$ cat src/rtl/ysyx_22040125_wb_arb_if.sv
// Bundle of the writeback arbiter's bus signals: two result sources, the busy-bit
// scoreboard mark/query ports and the single register-file write port.
interface ysyx_22040125_wb_arb_if #(
    parameter int XLEN = 64
);
    // Source B handshake: a beat transfers on a clock edge where b_valid && b_ready;
    // b_ready never depends on b_valid, and source A has no ready (always accepted).
    logic            a_valid;
    logic [4:0]      a_rd;
    logic [XLEN-1:0] a_data;
    logic            b_valid;
    logic            b_ready;
    logic [4:0]      b_rd;
    logic [XLEN-1:0] b_data;
    logic            mark_valid;
    logic [4:0]      mark_rd;
    logic [4:0]      addr_rs1;
    logic [4:0]      addr_rs2;
    logic            rs1_busy;
    logic            rs2_busy;
    logic            en;
    logic [4:0]      addr_rd;
    logic [XLEN-1:0] data_rd;

    modport slave (
        input  a_valid, a_rd, a_data, b_valid, b_rd, b_data,
        input  mark_valid, mark_rd, addr_rs1, addr_rs2,
        output b_ready, rs1_busy, rs2_busy, en, addr_rd, data_rd
    );

    modport master (
        output a_valid, a_rd, a_data, b_valid, b_rd, b_data,
        output mark_valid, mark_rd, addr_rs1, addr_rs2,
        input  b_ready, rs1_busy, rs2_busy, en, addr_rd, data_rd
    );
endinterface

$ cat src/rtl/ysyx_22040125_wb_arb.sv
// Writeback arbiter: merges single-cycle EXU results (A) and buffered long-latency
// results (B) into one registered register-file write port, and tracks busy registers.
module ysyx_22040125_wb_arb #(
    parameter int XLEN       = 64,
    parameter int FIFO_DEPTH = 2
) (
    input logic                    clk,
    input logic                    rst,
    ysyx_22040125_wb_arb_if.slave  bus
);
    localparam int PW = (FIFO_DEPTH > 1) ? $clog2(FIFO_DEPTH) : 1;
    localparam int CW = PW + 1;

    typedef struct packed {
        logic [4:0]      rd;
        logic [XLEN-1:0] data;
    } beat_t;

    beat_t           mem_q [FIFO_DEPTH];
    beat_t           mem_d [FIFO_DEPTH];
    logic [PW-1:0]   wr_ptr_q, wr_ptr_d;
    logic [PW-1:0]   rd_ptr_q, rd_ptr_d;
    logic [CW-1:0]   count_q, count_d;
    logic [31:0]     busy_q, busy_d;
    logic            en_q, en_d;
    logic [4:0]      addr_rd_q, addr_rd_d;
    logic [XLEN-1:0] data_rd_q, data_rd_d;
    logic            out_is_b_q, out_is_b_d;

    logic fifo_empty;
    logic b_fire;
    logic bypass;
    logic push;
    logic pop;

    assign bus.b_ready  = !rst && (count_q < CW'(FIFO_DEPTH));
    assign bus.rs1_busy = busy_q[bus.addr_rs1];
    assign bus.rs2_busy = busy_q[bus.addr_rs2];
    assign bus.en       = en_q;
    assign bus.addr_rd  = addr_rd_q;
    assign bus.data_rd  = data_rd_q;

    always_comb begin
        fifo_empty = (count_q == '0);
        b_fire     = bus.b_valid && bus.b_ready;
        pop        = !bus.a_valid && !fifo_empty;
        bypass     = !bus.a_valid && fifo_empty && b_fire;
        push       = b_fire && !bypass;

        en_d       = 1'b0;
        addr_rd_d  = addr_rd_q;
        data_rd_d  = data_rd_q;
        out_is_b_d = 1'b0;
        if (bus.a_valid) begin
            en_d      = (bus.a_rd != 5'd0);
            addr_rd_d = bus.a_rd;
            data_rd_d = bus.a_data;
        end else if (pop) begin
            en_d       = (mem_q[rd_ptr_q].rd != 5'd0);
            addr_rd_d  = mem_q[rd_ptr_q].rd;
            data_rd_d  = mem_q[rd_ptr_q].data;
            out_is_b_d = 1'b1;
        end else if (bypass) begin
            en_d       = (bus.b_rd != 5'd0);
            addr_rd_d  = bus.b_rd;
            data_rd_d  = bus.b_data;
            out_is_b_d = 1'b1;
        end

        mem_d    = mem_q;
        wr_ptr_d = wr_ptr_q;
        rd_ptr_d = rd_ptr_q;
        count_d  = count_q;
        if (push) begin
            mem_d[wr_ptr_q] = '{rd: bus.b_rd, data: bus.b_data};
            wr_ptr_d        = wr_ptr_q + PW'(1);
        end
        if (pop) begin
            rd_ptr_d = rd_ptr_q + PW'(1);
        end
        if (push && !pop) begin
            count_d = count_q + CW'(1);
        end else if (pop && !push) begin
            count_d = count_q - CW'(1);
        end

        // Clear lands on the edge the register file captures the value; a new mark wins.
        busy_d = busy_q;
        if (en_q && out_is_b_q) begin
            busy_d[addr_rd_q] = 1'b0;
        end
        if (bus.mark_valid && (bus.mark_rd != 5'd0)) begin
            busy_d[bus.mark_rd] = 1'b1;
        end
        busy_d[0] = 1'b0;
    end

    always_ff @(posedge clk or posedge rst) begin
        if (rst) begin
            for (int i = 0; i < FIFO_DEPTH; i++) begin
                mem_q[i] <= '0;
            end
            wr_ptr_q   <= '0;
            rd_ptr_q   <= '0;
            count_q    <= '0;
            busy_q     <= '0;
            en_q       <= 1'b0;
            addr_rd_q  <= '0;
            data_rd_q  <= '0;
            out_is_b_q <= 1'b0;
        end else begin
            mem_q      <= mem_d;
            wr_ptr_q   <= wr_ptr_d;
            rd_ptr_q   <= rd_ptr_d;
            count_q    <= count_d;
            busy_q     <= busy_d;
            en_q       <= en_d;
            addr_rd_q  <= addr_rd_d;
            data_rd_q  <= data_rd_d;
            out_is_b_q <= out_is_b_d;
        end
    end
endmodule

$ cat src/flat_wrapper.sv
// flat-port wrapper written by rule: the top's interface ports become plain ports
module ysyx_22040125_wb_arb_flat 
#(
    parameter int XLEN       = 64,
    parameter int FIFO_DEPTH = 2
)
  (clk, rst, bus_a_valid, bus_a_rd, bus_a_data, bus_b_valid, bus_b_rd, bus_b_data, bus_mark_valid, bus_mark_rd, bus_addr_rs1, bus_addr_rs2, bus_b_ready, bus_rs1_busy, bus_rs2_busy, bus_en, bus_addr_rd, bus_data_rd);
  ysyx_22040125_wb_arb_if #(.XLEN(XLEN)) bus_i ();
  input logic clk;
  input logic rst;
  input wire logic [$bits(bus_i.a_valid)-1:0] bus_a_valid;
  input wire logic [$bits(bus_i.a_rd)-1:0] bus_a_rd;
  input wire logic [$bits(bus_i.a_data)-1:0] bus_a_data;
  input wire logic [$bits(bus_i.b_valid)-1:0] bus_b_valid;
  input wire logic [$bits(bus_i.b_rd)-1:0] bus_b_rd;
  input wire logic [$bits(bus_i.b_data)-1:0] bus_b_data;
  input wire logic [$bits(bus_i.mark_valid)-1:0] bus_mark_valid;
  input wire logic [$bits(bus_i.mark_rd)-1:0] bus_mark_rd;
  input wire logic [$bits(bus_i.addr_rs1)-1:0] bus_addr_rs1;
  input wire logic [$bits(bus_i.addr_rs2)-1:0] bus_addr_rs2;
  output wire logic [$bits(bus_i.b_ready)-1:0] bus_b_ready;
  output wire logic [$bits(bus_i.rs1_busy)-1:0] bus_rs1_busy;
  output wire logic [$bits(bus_i.rs2_busy)-1:0] bus_rs2_busy;
  output wire logic [$bits(bus_i.en)-1:0] bus_en;
  output wire logic [$bits(bus_i.addr_rd)-1:0] bus_addr_rd;
  output wire logic [$bits(bus_i.data_rd)-1:0] bus_data_rd;
  assign bus_i.a_valid = bus_a_valid;
  assign bus_i.a_rd = bus_a_rd;
  assign bus_i.a_data = bus_a_data;
  assign bus_i.b_valid = bus_b_valid;
  assign bus_i.b_rd = bus_b_rd;
  assign bus_i.b_data = bus_b_data;
  assign bus_i.mark_valid = bus_mark_valid;
  assign bus_i.mark_rd = bus_mark_rd;
  assign bus_i.addr_rs1 = bus_addr_rs1;
  assign bus_i.addr_rs2 = bus_addr_rs2;
  assign bus_b_ready = bus_i.b_ready;
  assign bus_rs1_busy = bus_i.rs1_busy;
  assign bus_rs2_busy = bus_i.rs2_busy;
  assign bus_en = bus_i.en;
  assign bus_addr_rd = bus_i.addr_rd;
  assign bus_data_rd = bus_i.data_rd;
  ysyx_22040125_wb_arb #(.XLEN(XLEN), .FIFO_DEPTH(FIFO_DEPTH)) u_core (.clk(clk), .rst(rst), .bus(bus_i));
endmodule
$ cat config.mk
export PLATFORM = sky130hd
export DESIGN_NAME = ysyx_22040125_wb_arb_flat
export DESIGN_NICKNAME = d
export VERILOG_FILES = /design/src/rtl/ysyx_22040125_wb_arb_if.sv /design/src/rtl/ysyx_22040125_wb_arb.sv /design/src/flat_wrapper.sv
export SDC_FILE = /design/constraint.sdc
export NUM_CORES = 1
export LEC_CHECK = 0
export BUFFER_PORTS_ARGS = -buffer_cell sky130_fd_sc_hd__buf_2
export CORE_MARGIN = 4
export CORE_UTILIZATION = 60
export DETAILED_ROUTE_END_ITERATION = 6
export PLACE_DENSITY = 0.93
export SLEW_MARGIN = 5
export SYNTH_ARGS = -nofsm -noshare
export SYNTH_HDL_FRONTEND = slang
export SYNTH_SLANG_ARGS = --single-unit
$ cat constraint.sdc
create_clock -name clk -period 10.45 [get_ports clk]
set_input_delay 0 -clock clk [delete_from_list [all_inputs] [get_ports clk]]
set_output_delay 0 -clock clk [all_outputs]
set_load 0.005 [all_outputs]
# Word-level counts from Yosys, hierarchy flattened
# Index checks and enable logic that the tools add are counted.
[totals]
reg_bits = 244
inputBits = 158
word_cells = 87
[classes]
n_reduce_logical = 26
bitwise_logic = 5
magnitude_cmp = 10
add_sub_neg = 4
muxes = 30
[op_table]
columns = ["op", "n"]
rows = [
  ["two-way mux 69 bit", 4],
  ["two-way mux 64 bit", 3],
  ["bitwise mux 138 bit", 1],
  ["demux 69 bit (select 1 bit)", 1],
  ["two-way mux 32 bit", 2],
  ["AND 32 bit", 1],
  ["NOT 32 bit", 1],
  ["bitwise OR 32 bit", 1],
  ["< comparator 5 x 6 -> 1 bit (second input constant)", 4],
  ["nonzero test 5 bit", 4],
  ["two-way mux 5 bit", 3],
  ["logical AND 1 bit", 13],
  ["binary-select mux 1 bit (select 5 bit)", 2],
  ["demux 1 bit (select 5 bit)", 2],
  ["greater-or-equal comparator 5 x 1 -> 1 bit (second input constant)", 2],
  ["two-way mux 1 bit", 10],
  ["logical NOT 1 bit", 6],
  ["greater-or-equal comparator 2 bit (second input constant)", 2],
  ["two-way mux 2 bit", 2],
  ["NOT 1 -> 2 bit", 2],
  ["nonzero test 3 bit", 1],
  ["adder 1 bit (second input constant)", 2],
  ["adder 2 x 1 -> 2 bit (second input constant)", 1],
  ["logical NOT 2 bit", 1],
  ["other kinds (4)", 4],
]

# Logic depth before layout (Yosys ltp)
[depth]
ltp_word = 10
depth_mapped = 8
mapped_depth_nobuf = 4

# Worst setup path after synthesis
# Ideal clock, no wire load.
[synth_timing]
path_kind = "input to register"
start = "input rst"
end = "register u_core.count_q[1]"
path_stages = 3
slack_ps = 4693
arrival_time_ps = 5654
path_cell_list = "inv_1 -> a31oi_1 -> o21ai_0"
[synth_between]
elab_chain_len = 9
word_cells_on_any_way = 11
[synth_lines]
columns = ["element", "line_no", "text"]
rows = [
  ["from (decl)", "flat_wrapper.sv:10", "input logic rst;"],
  ["logical NOT 1 bit (no source line) *", "--", ""],
  ["logical AND 1 bit *", "ysyx_22040125_wb_arb.sv:36", "assign bus.b_ready = !rst && (count_q < CW'(FIFO_DEPTH));"],
  ["logical AND 1 bit *", "ysyx_22040125_wb_arb.sv:45", "b_fire = bus.b_valid && bus.b_ready;"],
  ["logical AND 1 bit", "ysyx_22040125_wb_arb.sv:47", "bypass = !bus.a_valid && fifo_empty && b_fire;"],
  ["logical NOT 1 bit", "ysyx_22040125_wb_arb.sv:48", "push = b_fire && !bypass;"],
  ["logical AND 1 bit *", "ysyx_22040125_wb_arb.sv:48", ""],
  ["logical NOT 1 bit", "ysyx_22040125_wb_arb.sv:83", "end else if (pop && !push) begin"],
  ["logical AND 1 bit", "ysyx_22040125_wb_arb.sv:83", ""],
  ["nonzero test 2 bit (no source line)", "--", ""],
  ["to (signal assigned)", "ysyx_22040125_wb_arb.sv:115", "count_q <= count_d;"],
  ["to (decl)", "ysyx_22040125_wb_arb.sv:23", "logic [CW-1:0] count_q, count_d;"],
]
# Mark *: on every way between the ends. The rest lies on a longest branch, timed or not.
# A chain may end at the register's enable or synchronous reset.

# Final worst setup path
[layout_timing]
start = "register u_core.count_q[0]"
end = "register u_core.data_rd_q[14], in the netlist u_core.bus.data_rd[14]"
[layout_between]
elab_chain_len = 5
word_cells_on_any_way = 11
[layout_lines]
columns = ["element", "line_no", "text"]
rows = [
  ["< comparator 2 bit / logical NOT 2 bit (equally long branches)", "ysyx_22040125_wb_arb.sv:36, ysyx_22040125_wb_arb.sv:44", ""],
  ["logical AND 1 bit / logical NOT 1 bit (equally long branches)", "ysyx_22040125_wb_arb.sv:36, ysyx_22040125_wb_arb.sv:46", ""],
  ["logical AND 1 bit (on tied branches)", "ysyx_22040125_wb_arb.sv:45, ysyx_22040125_wb_arb.sv:46", ""],
  ["logical AND 1 bit / two-way mux 64 bit (equally long branches)", "ysyx_22040125_wb_arb.sv:47, ysyx_22040125_wb_arb.sv:58", ""],
  ["nonzero test 3 bit (no source line) / two-way mux 64 bit (equally long branches)", "--", ""],
  ["to (signal assigned)", "ysyx_22040125_wb_arb.sv:119", "data_rd_q <= data_rd_d;"],
  ["to (decl)", "ysyx_22040125_wb_arb.sv:27", "logic [XLEN-1:0] data_rd_q, data_rd_d;"],
]
# Several ways; a longest one is shown, not always the timed one.

==> impl_results.md <==
* IO Port Bufs at 230
* Worst-margin pin slew at 1.132 ns
* Vias per cell at 6.245
* Post-Synth Adder-Cell Area at 0%
* Io pins at 231
* Largest family of logic cells by synthesized area: multiplexers
* Worst setup margin at 6.748 ns
* DP HPWL at 18.74 mm
* Endpoints failing setup at 0
* Post-Synthesis Net Count at 1220
* Placement Rows at 51
* Critical path fanouts, max at 76
* Clk sinks at 244
* Fin area at 15560 sq um
* Ys async rst share at 100.0%
* Synth Warn # at 0
* Cts hold-fix bufs at 185
* Commonest non-fill, non-tap cell in the layout: dfrtp_1
* Area after DPL at 12920 sq um
* Post-Synth Simple-Gate Area at 9.958%
* Crit end category: flop
* Synth Area in XOR/XNOR at 0.2222%
* Post-Place Setup Slack at 7.580 ns
* Final Wtd Congestion at 0.9363
* PwrDens at 278.3 nW/um^2
* RSZ-0062 raised after global routing: no
* Register area at 6110 sq um
* Post-synthesis instance total at 1062
* Fmax at 270.1 MHz
* Die width at 148.4 microns
* Avg Inst Size Synth at 11.13 sq um
* Kind of critical path: flop to flop
* Synthesized cell area at 11820 sq um
* Max Cap Violations at 0
* Die height at 148.4 microns
* CTS HTree Levels at 1
* # Post-CTS Setup Buffers at 0
* TritonRoute pass-1 iters at 5
* Crit share post-route at 35.43%
* Drt first-iter violations at 837
* CTS resizes at 0
* Slew Limit Fails at 0
* CTS tree: done
* Layout cells sized above 1 at 28.53%
* CP max-delay cell: buf_4
* Overflow after GRT at 0
* #FFs+latches synth at 244
* Setup TNS at 0 ns
* Area grow syn2layout at 31.62%
* EDFF count, synth at 0
* Worst rel slew slack at 24.52%
* Clock Latency Late Sink at 0.52 ns
* CTS buffer count at 25
* Clock root buffer: clkbuf_16
* Die area at 22020 sq um
* Commonest non-fill, non-tap cells in the layout: dfrtp_1, buf_2, dlygate4sd3_1
* Most common flop cell mapped by yosys: dfrtp_1
* Post-synthesis compound-gate area fraction at 12.35%
* Wirelength per Cell at 21.97 microns
* Core ar. at 19400 sq um
* Register area share after synthesis at 51.64%
* CP peak stage delay at 0.74 ns
* Clock tree buffer depth at 3
* Fin Clk Skew at 0.01847 ns
* Worst vdd ir at 0.1867 mV
* Pin count of the biggest net entering global routing at 159
* Min-delay worst type: input pin to flop
* Post-synthesis mux area share at 21.65%
* Static Leak at 7.030 nW
* CP bufs+invs at 2
* Yosys cell types at 43
* Initial cell density of the core at 60.95%
* GRT Total Usage at 34.28%
* DRT antenna net count at 0
* Crit path DAT at 4.16 ns
* Total wire length at 37.74 mm
* First-pass GRT wire length at 60.25 mm
* Final Critical Period at 3.702 ns
* Startpoint types: flop
* Outcome: completed
* Final hold violations at 0
* Initial antenna violation count at 3
* Vias at 10.73k
* Drc violations at 0
* Fill count at 1074
* Req. time, crit path at 10.91 ns
* Crit-path cells: or2_4 -> or3_4 -> buf_4 -> nor2_1 -> a31oi_1 -> dlygate4sd3_1
* Nets@finish at 1592
* Reg clk slew, reported paths at 0.07 ns
* Top Family by Delay on Critical Path: buffers and inverters
* Vias in the first global route at 11.30k
* Multi-input logic area at 5240 sq um
[stage by stage]
| stage | std cells | total power [mW] | hold WS [ns] | utilization, % |
|---|---|---|---|---|
| 2_1_floorplan | 1062 | 2.734 | 0.02691 | - |
| 3_3_place_gp | 1487 | 3.064 | 0.2480 | 66.62 |
| 3_5_place_dp | 1487 | 3.156 | 0.2501 | 66.62 |
| 4_1_cts | 1716 | 4.176 | 0.02696 | 80.20 |
| 5_1_grt | 1718 | 4.562 | 0.08186 | 80.22 |
| 6_report | 1718 | 4.331 | 0.06164 | 80.22 |
[state kept, by name, summed over array words and instances (netlist names)]
name and flops:
u_core.bus.en 1, u_core.count_q 2, u_core.wr_ptr_q 1, u_core.rd_ptr_q 1
u_core.out_is_b_q 1, u_core.bus.addr_rd 5, u_core.bus.data_rd 64, u_core.mem_q 138
u_core.busy_q 31
[power breakdown]
group	switching, mW	internal (mW)
registers	0.355	1.42
logic	0.842	0.844
clock network	0.374	0.498
total	1.57	2.76
[Yosys cell counts (3+ instances only)]
cell	n	share of area (%)
nand3b_1	8	0.51
buf_6	19	1.8
a31oi_1	65	3.4
mux2i_1	87	7.4
nor3_1	6	0.25
buf_2	26	1.1
a22oi_1	4	0.25
clkbuf_1	29	0.92
mux4_2	6	1.1
nand2_1	136	4.3
nand3_1	11	0.47
a211oi_1	7	0.44
or3_1	3	0.16
a21oi_1	19	0.80
inv_1	3	0.095
o211ai_1	66	4.2
o21ai_0	64	2.7
buf_1	3	0.095
or3b_2	3	0.22
nor2_1	78	2.5
dfrtp_1	244	52
mux2_1	20	1.9
nand2b_1	5	0.26
nor2b_1	5	0.26
nand4_1	3	0.16
mux2_2	118	11
[tightest hold or removal path, cell delays in order]
cell,delay [ns]
buf_2,0.12
or3b_2,0.30
o21ai_0,0.10
[routing by layer]
| metal | routed length (microns) | global-route usage (%) | part of all wire [%] | vias to the layer above |
|---|---|---|---|---|
| li1 | - | - | - | 4585 |
| met4 | 2527 | 19.35 | 6.7 | 2 |
| met3 | 2872 | 6.459 | 7.6 | 211 |
| met2 | 18710 | 59.19 | 50 | 665 |
| met1 | 13620 | 40.38 | 36 | 5266 |
| met5 | 13 | 0 | 0.034 | - |
[final timing paths]
kind / startpoint / endpoint / slack [ns] / cells past startpoint
setup / recovery: u_core.count_q[0] / u_core.bus.data_rd[14] / 6.75 / 6
hold / removal: bus_mark_valid / u_core.busy_q[28] / 0.06 / 3
setup reg to reg: u_core.count_q[0] / u_core.bus.data_rd[14] / 6.75 / 6
hold reg to reg: u_core.mem_q[73] / u_core.mem_q[73] / 0.49 / 1
max in group asynchronous: rst / u_core.bus.data_rd[19] / 8.31 / 4
min in group asynchronous: rst / u_core.mem_q[73] / 0.27 / 3
[layout make-up]
class                           instances  area share [%]
Tap cell                              265           2.131
Multi-Input combinational cell        735           33.67
Sequential cell                       244           39.26
Inverter                                4          0.1447
Antenna cell                            2         0.03216
Timing Repair Buffer                  424           19.73
Clock inverter                          9          0.4502
Clock buffer                           35           4.583
[cell families (layout without fill, tap and decap cells)]
group | count (synthesis) | count (layout)
simple gates | 269 | 269
xor+xnor | 3 | 3
mux | 231 | 231
buf+inv | 83 | 472
flops | 244 | 244
other cells | 0 | 2
compound gates | 232 | 232
Power figures use the tool's default switching activity.
